--- config.mk ---
export PLATFORM = sky130hd
export DESIGN_NAME = grasshopper_round_ctrl
export DESIGN_NICKNAME = d
export VERILOG_FILES = /design/src/rtl/grasshopper_round_ctrl.sv
export SDC_FILE = /design/constraint.sdc
export NUM_CORES = 1
export LEC_CHECK = 0
export ABC_AREA = 1
export CAP_MARGIN = 5
export CORE_AREA = 2 2 210 212
export CTS_BUF_LIST = sky130_fd_sc_hd__clkbuf_8 sky130_fd_sc_hd__clkbuf_16
export CTS_CLUSTER_SIZE = 16
export DETAILED_ROUTE_END_ITERATION = 10
export DIE_AREA = 0 0 212 214
export MAX_ROUTING_LAYER = met4
export PLACE_DENSITY = 0.63
export SYNTH_ARGS = -nofsm -noshare
export SYNTH_HDL_FRONTEND = slang
export SYNTH_SLANG_ARGS = --single-unit
--- constraint.sdc ---
create_clock -name clk -period 5.6 [get_ports clk]
set_clock_uncertainty 0.15 [all_clocks]
set_input_delay 1.12 -clock clk [delete_from_list [all_inputs] [get_ports clk]]
set_output_delay 1.12 -clock clk [all_outputs]
set_load 0.01 [all_outputs]
--- src/rtl/grasshopper_round_ctrl.sv ---
// ----------------------------------------------------------------------------
// grasshopper_round_ctrl
//
// Purpose:
//   Sequences one Grasshopper-style block through NUM_STAGES passes of an
//   external combinational round datapath. The block is captured into a state
//   register and fed out on rnd_data_o together with the stage index. The
//   datapath result comes back on rnd_data_i in the same cycle and is written
//   back into the state register. When the last stage has been applied, the
//   result is held on out_data until the consumer takes it.
//
// Parameters:
//   DATA_W      block width in bits (default 128)
//   NUM_STAGES  stages applied per block, legal range 2..16 (default 10)
//
// Ports:
//   clk           clock, all state changes on the rising edge
//   rst           asynchronous active-high reset
//   in_valid      in_data carries a block to be encoded
//   in_ready      controller can take a block this cycle
//   in_data       plaintext block
//   out_valid     out_data carries a finished block
//   out_ready     consumer takes out_data this cycle
//   out_data      encoded block (mirrors the state register)
//   stage_num_o   stage index for the round datapath (key select), 0 when idle
//   last_stage_o  current stage is the final key-XOR-only stage
//   rnd_data_o    state handed to the round datapath
//   rnd_data_i    round datapath result for the current stage
//   abort_i       drop the block in flight and return to idle
//   busy_o        a block is running or waiting to be taken
//   block_cnt_o   count of completed output transfers, wraps at 16 bits
// ----------------------------------------------------------------------------
module grasshopper_round_ctrl #(
    parameter int DATA_W     = 128,
    parameter int NUM_STAGES = 10
) (
    input  logic              clk,
    input  logic              rst,
    input  logic              in_valid,
    output logic              in_ready,
    input  logic [DATA_W-1:0] in_data,
    output logic              out_valid,
    input  logic              out_ready,
    output logic [DATA_W-1:0] out_data,
    output logic [3:0]        stage_num_o,
    output logic              last_stage_o,
    output logic [DATA_W-1:0] rnd_data_o,
    input  logic [DATA_W-1:0] rnd_data_i,
    input  logic              abort_i,
    output logic              busy_o,
    output logic [15:0]       block_cnt_o
);

    typedef enum logic [1:0] {
        IDLE = 2'd0,
        RUN  = 2'd1,
        HOLD = 2'd2
    } state_t;

    localparam logic [3:0] LAST_STG = 4'(NUM_STAGES - 1);

    state_t              state_q, state_d;
    logic [DATA_W-1:0]   st_q, st_d;
    logic [3:0]          stg_q, stg_d;
    logic [15:0]         cnt_q, cnt_d;

    logic                accept;
    logic                xfer;

    // Handshake decode. Abort blocks both a new accept and the output
    // transfer, so nothing is counted or captured in an aborted cycle.
    always_comb begin
        in_ready  = 1'b0;
        out_valid = 1'b0;
        unique case (state_q)
            IDLE: in_ready = ~abort_i;
            RUN:  in_ready = 1'b0;
            HOLD: begin
                out_valid = 1'b1;
                in_ready  = out_ready & ~abort_i;
            end
            default: in_ready = 1'b0;
        endcase
        accept = in_valid & in_ready;
        xfer   = (state_q == HOLD) & out_ready & ~abort_i;
    end

    // Next-state logic. Abort wins over everything else; a transfer out of
    // HOLD and a new accept may happen on the same edge (back-to-back).
    always_comb begin
        state_d = state_q;
        st_d    = st_q;
        stg_d   = stg_q;
        cnt_d   = cnt_q;

        if (abort_i) begin
            state_d = IDLE;
            stg_d   = '0;
        end else begin
            unique case (state_q)
                IDLE: begin
                    if (accept) begin
                        st_d    = in_data;
                        stg_d   = '0;
                        state_d = RUN;
                    end
                end
                RUN: begin
                    st_d = rnd_data_i;
                    if (stg_q < LAST_STG) begin
                        stg_d = stg_q + 4'd1;
                    end else begin
                        stg_d   = '0;
                        state_d = HOLD;
                    end
                end
                HOLD: begin
                    if (xfer) begin
                        cnt_d   = cnt_q + 16'd1;
                        state_d = IDLE;
                    end
                    if (accept) begin
                        st_d    = in_data;
                        stg_d   = '0;
                        state_d = RUN;
                    end
                end
                default: begin
                    state_d = IDLE;
                    stg_d   = '0;
                end
            endcase
        end
    end

    // State registers; reset discards any block in flight immediately.
    always_ff @(posedge clk or posedge rst) begin
        if (rst) begin
            state_q <= IDLE;
            st_q    <= '0;
            stg_q   <= '0;
            cnt_q   <= '0;
        end else begin
            state_q <= state_d;
            st_q    <= st_d;
            stg_q   <= stg_d;
            cnt_q   <= cnt_d;
        end
    end

    // Datapath-facing outputs. The stage index is forced to 0 outside RUN so
    // the key select is quiet while idle or holding.
    always_comb begin
        stage_num_o  = (state_q == RUN) ? stg_q : 4'd0;
        last_stage_o = (state_q == RUN) && (stg_q == LAST_STG);
        busy_o       = (state_q != IDLE);
    end

    assign rnd_data_o  = st_q;
    assign out_data    = st_q;
    assign block_cnt_o = cnt_q;

`ifndef SYNTHESIS
    // A finished block must not change while the consumer stalls.
    a_hold_stable: assert property (@(posedge clk) disable iff (rst)
        (out_valid && !out_ready && !abort_i) |=> (out_valid && $stable(out_data)));

    // Output valid and the last-stage flag only occur while busy.
    a_valid_busy: assert property (@(posedge clk) disable iff (rst)
        (out_valid || last_stage_o) |-> busy_o);
`endif

endmodule

==> flow_summary.ini <==
[layout]
area_growth_syn_to_layout_pct = 58.2
leading_cell_types_in_the_layout_fill_and_taps_excluded = sky130_fd_sc_hd__clkdlybuf4s50_1 (540), sky130_fd_sc_hd__nand2_1 (174), sky130_fd_sc_hd__dfrtp_1 (149)
utilization_pct = 34.2
fin_nets = 1632
layout.cells.most_common = sky130_fd_sc_hd__clkdlybuf4s50_1
fin_cells = 1966
filler_cell_count = 4339
post_route_cells_drive_above_1_share_pct = 19.9

[min_path]
timing.hold.worst.start = stg_q[1]$_DFFE_PP0P_
holdPathStages = 2
hold_end = stg_q[1]$_DFFE_PP0P_
worst_hold_path_type = flop to flop

[setup_path]
endpoint_kind = output port
crit_path_max_incr_delay_ps = 650
reg2reg_from = state_q[0]$_DFFE_PP0P_
timing.reg2reg.setup_slack_ps = 2270
reg2reg_end = out_data[8]$_DFFE_PP0P_
setup.worst_path.class = flop to output port
timing.critical_path.arrival_ps = 2600
cpLargestDelayFamily = buffers and inverters
peak_fanout_along_the_critical_path = 131
worst_ep_required_ps = 4330
crit_chain = inv_6 > nand2_4 > nor2_4 > clkdlybuf4s50_1
timing.critical_path.from_type = flop
worstRegToRegCells = 8
timing.critical_path.buf_inv = 2
crit_slowest_cell = sky130_fd_sc_hd__dfrtp_4

[placement]
place_inst = 1933
post-dp-hpwl_mm = 24.4
buffer_ports.inserted = 540
post-place-ws_ps = 1670
finalWeightedCongestion = 0.792

[global_route]
grt_use_total_pct = 15.3
grt_start_max_net_pins = 132
first_pass_grt_wire_length_mm = 51.8
grt_antenna_before_repair = 3
gr-total-overflow = 0
first_global_vias = 8580

[sta]
total_negative_slack_ps = 0
unrepaired_setup_endpoints_after_global_routing = no
max_freq_mhz = 258
timing.final.crit_share_pct = 69.1
final.setup.worst_slack_ps = 1730
slew_headroom_pct = 33.6
finalSetupViolCount = 0
finalCriticalPeriod_ps = 3870
report.final.slew_viol_count = 0
transition_time_at_the_pin_with_the_least_slew_margin_ps = 996
timing_hold_violations_final = 0

[clock_network]
ctsRootBufferMaster = sky130_fd_sc_hd__clkbuf_16
cts.clk_slew.worst_paths_ps = 60
cts_inserted_buffers = 17
cts.htree.levels = 4
postCtsResizedCells = 0
hold_buf_cts = 0
post-cts-setup-buffer-count = 0
clkSinkCount = 150
cts_tree = built
ctsLongestPathBuffers = 2
clk_latency_ps = 440

[yosys]
synthCells = 999
post_synth.cell_area_avg_sq_um = 9.29
mappedNetlistNets = 1264
yosys.area.top_type = sky130_fd_sc_hd__dfrtp_1
synth.top_cells.by_area = sky130_fd_sc_hd__dfrtp_1 (40%), sky130_fd_sc_hd__o211ai_2 (13%), sky130_fd_sc_hd__buf_4 (11%)
synth_cell_type_count = 29
synth_area_sq_um = 9280
yosys_warnings = 0
ys_seq_area_share_pct = 40.5
netlist.area_leader.share_pct = 40.5
ys_ff_latch = 150

[run]
drv_cap = 0

[die]
starting_density_of_the_core_pct = 21.6
coreArea_sq_um = 42900
die_area_sq_um = 45400
ioPinCount = 541
die_y_um = 214
horizontal_extent_of_the_die_um = 212
fp-row-count = 76

[power]
relative_contribution_of_combinational_cells_to_total_power_pct = 48.3
power.switching_mw = 2.10
power.internal_mw = 3.86
irDropWorstVdd_mv = 0.153
switching_share_pct = 35.3
power.static_leakage_nw = 6.06
pwr_density_cell_nw_per_um2 = 406
power_share_of_the_sequential_group_pct = 31.3
clock_network_fraction_of_total_power_pct = 20.4

[route]
drcViolationCount = 0
vias = 8321
antenna_violating_nets_post_route = 0
final_routed_wirelength_mm = 34.5
routed_via_density = 4.23
detail_route.iter0.violations = 469
drt_pre_antenna_iters = 4
avgRoutedWirePerCell_um = 17.5

[run_status]
run_status = finished, final reports clean
-- state kept, by name, indices dropped and copies added (netlist names) --
| signal | cells |
|---|---|
| stg_q | 4 |
| state_q | 2 |
| block_cnt_o | 16 |
| out_data | 128 |
-- worst max path at each step --
| stage | start | to | slack, ps | cells after the start |
|---|---|---|---|---|
| 6_report | state_q[0]$_DFFE_PP0P_ | in_ready | 1730 | 4 |
| 5_1_grt | state_q[0]$_DFFE_PP0P_ | in_ready | 1550 | 4 |
| 4_1_cts | state_q[0]$_DFFE_PP0P_ | in_ready | 1640 | 4 |
| 3_5_place_dp | abort_i | out_data[45]$_DFFE_PP0P_ | 1670 | 7 |
| 3_3_place_gp | abort_i | out_data[35]$_DFFE_PP0P_ | 1680 | 7 |
| 2_1_floorplan | rst | block_cnt_o[0]$_DFFE_PP0P_ | 290 | 1 |
-- tightest hold or removal path: stages, from the launching register on --
cell	delay (ps)
sky130_fd_sc_hd__dfrtp_1	370
sky130_fd_sc_hd__nand2_1	60
sky130_fd_sc_hd__nand2_1	50
-- synth_stat cells --
master,n
sky130_fd_sc_hd__nand2_1,174
sky130_fd_sc_hd__dfrtp_1,150
sky130_fd_sc_hd__nand3_1,140
sky130_fd_sc_hd__buf_4,131
sky130_fd_sc_hd__or2_2,128
sky130_fd_sc_hd__o211ai_2,100
sky130_fd_sc_hd__clkbuf_1,29
sky130_fd_sc_hd__o211ai_1,28
sky130_fd_sc_hd__buf_2,26
sky130_fd_sc_hd__nor2_1,25
sky130_fd_sc_hd__inv_1,23
sky130_fd_sc_hd__buf_12,11
sky130_fd_sc_hd__xor2_1,8
sky130_fd_sc_hd__ha_1,4
sky130_fd_sc_hd__a21oi_1,3
sky130_fd_sc_hd__xnor2_1,3
sky130_fd_sc_hd__buf_6,2
sky130_fd_sc_hd__nand2_2,2
sky130_fd_sc_hd__nor3_1,2
sky130_fd_sc_hd__inv_2,1
sky130_fd_sc_hd__inv_6,1
sky130_fd_sc_hd__nand2_4,1
sky130_fd_sc_hd__nand3_2,1
sky130_fd_sc_hd__nand3b_1,1
sky130_fd_sc_hd__nand4_1,1
sky130_fd_sc_hd__nor2_2,1
sky130_fd_sc_hd__nor2_4,1
sky130_fd_sc_hd__o21ai_0,1
sky130_fd_sc_hd__o21bai_1,1
-- power by group through the flow --
stage               Clock (mW)  Sequential (mW)  Combinational [mW]
floorplan                    0             1.92                1.45
detailed placement           0             1.89                2.91
global route              1.31             1.91                3.08
finish                    1.22             1.86                2.88
CTS                       1.27             1.88                2.92
global placement             0             1.88                2.89
-- area by class of cell --
class | instances | area, sq um | share of cell area, %
tap | 585 | 732 | 4.99
antenna | 3 | 7.51 | 0.0512
timing repair buffer | 548 | 5490 | 37.4
sequential | 150 | 3760 | 25.6
clock inverter | 10 | 131 | 0.895
multi-input combinational | 625 | 3990 | 27.2
inverter | 25 | 104 | 0.708
clock buffer | 20 | 467 | 3.18
-- cell families (layout without fill, tap and decap cells) --
group / Yosys count / in the layout / synth area share (%)
other: 0 / 3 / 0
buffers and inverters: 224 / 603 / 16.9
AO/OA/AOI/OAI: 133 / 133 / 16.1
AND/OR/NAND/NOR: 477 / 477 / 25.0
adder cells (fa/ha/maj): 4 / 4 / 0.540
XOR/XNOR: 11 / 11 / 1.04
flip-flops: 150 / 150 / 40.5
-- through the flow --
stage | hold slack (ps) | power, mW | area, sq um
after global placement | 340 | 4.77 | 14100
final | 355 | 5.96 | 14700
after CTS | 360 | 6.06 | 14700
after floorplan | 312 | 3.36 | 9280
after detailed placement | 347 | 4.79 | 14100
after global routing | 387 | 6.30 | 14700
-- metal layers --
layer | vias to the layer above | GRT usage [%] | share of wire [%]
li1 | 3955 | - | -
met1 | 4001 | 17.7 | 41
met2 | 337 | 25.7 | 50
met3 | 28 | 4.37 | 7.4
met4 | 0 | 4.01 | 1.5
met5 | - | - | 0
(Power assumes the default switching activity.)
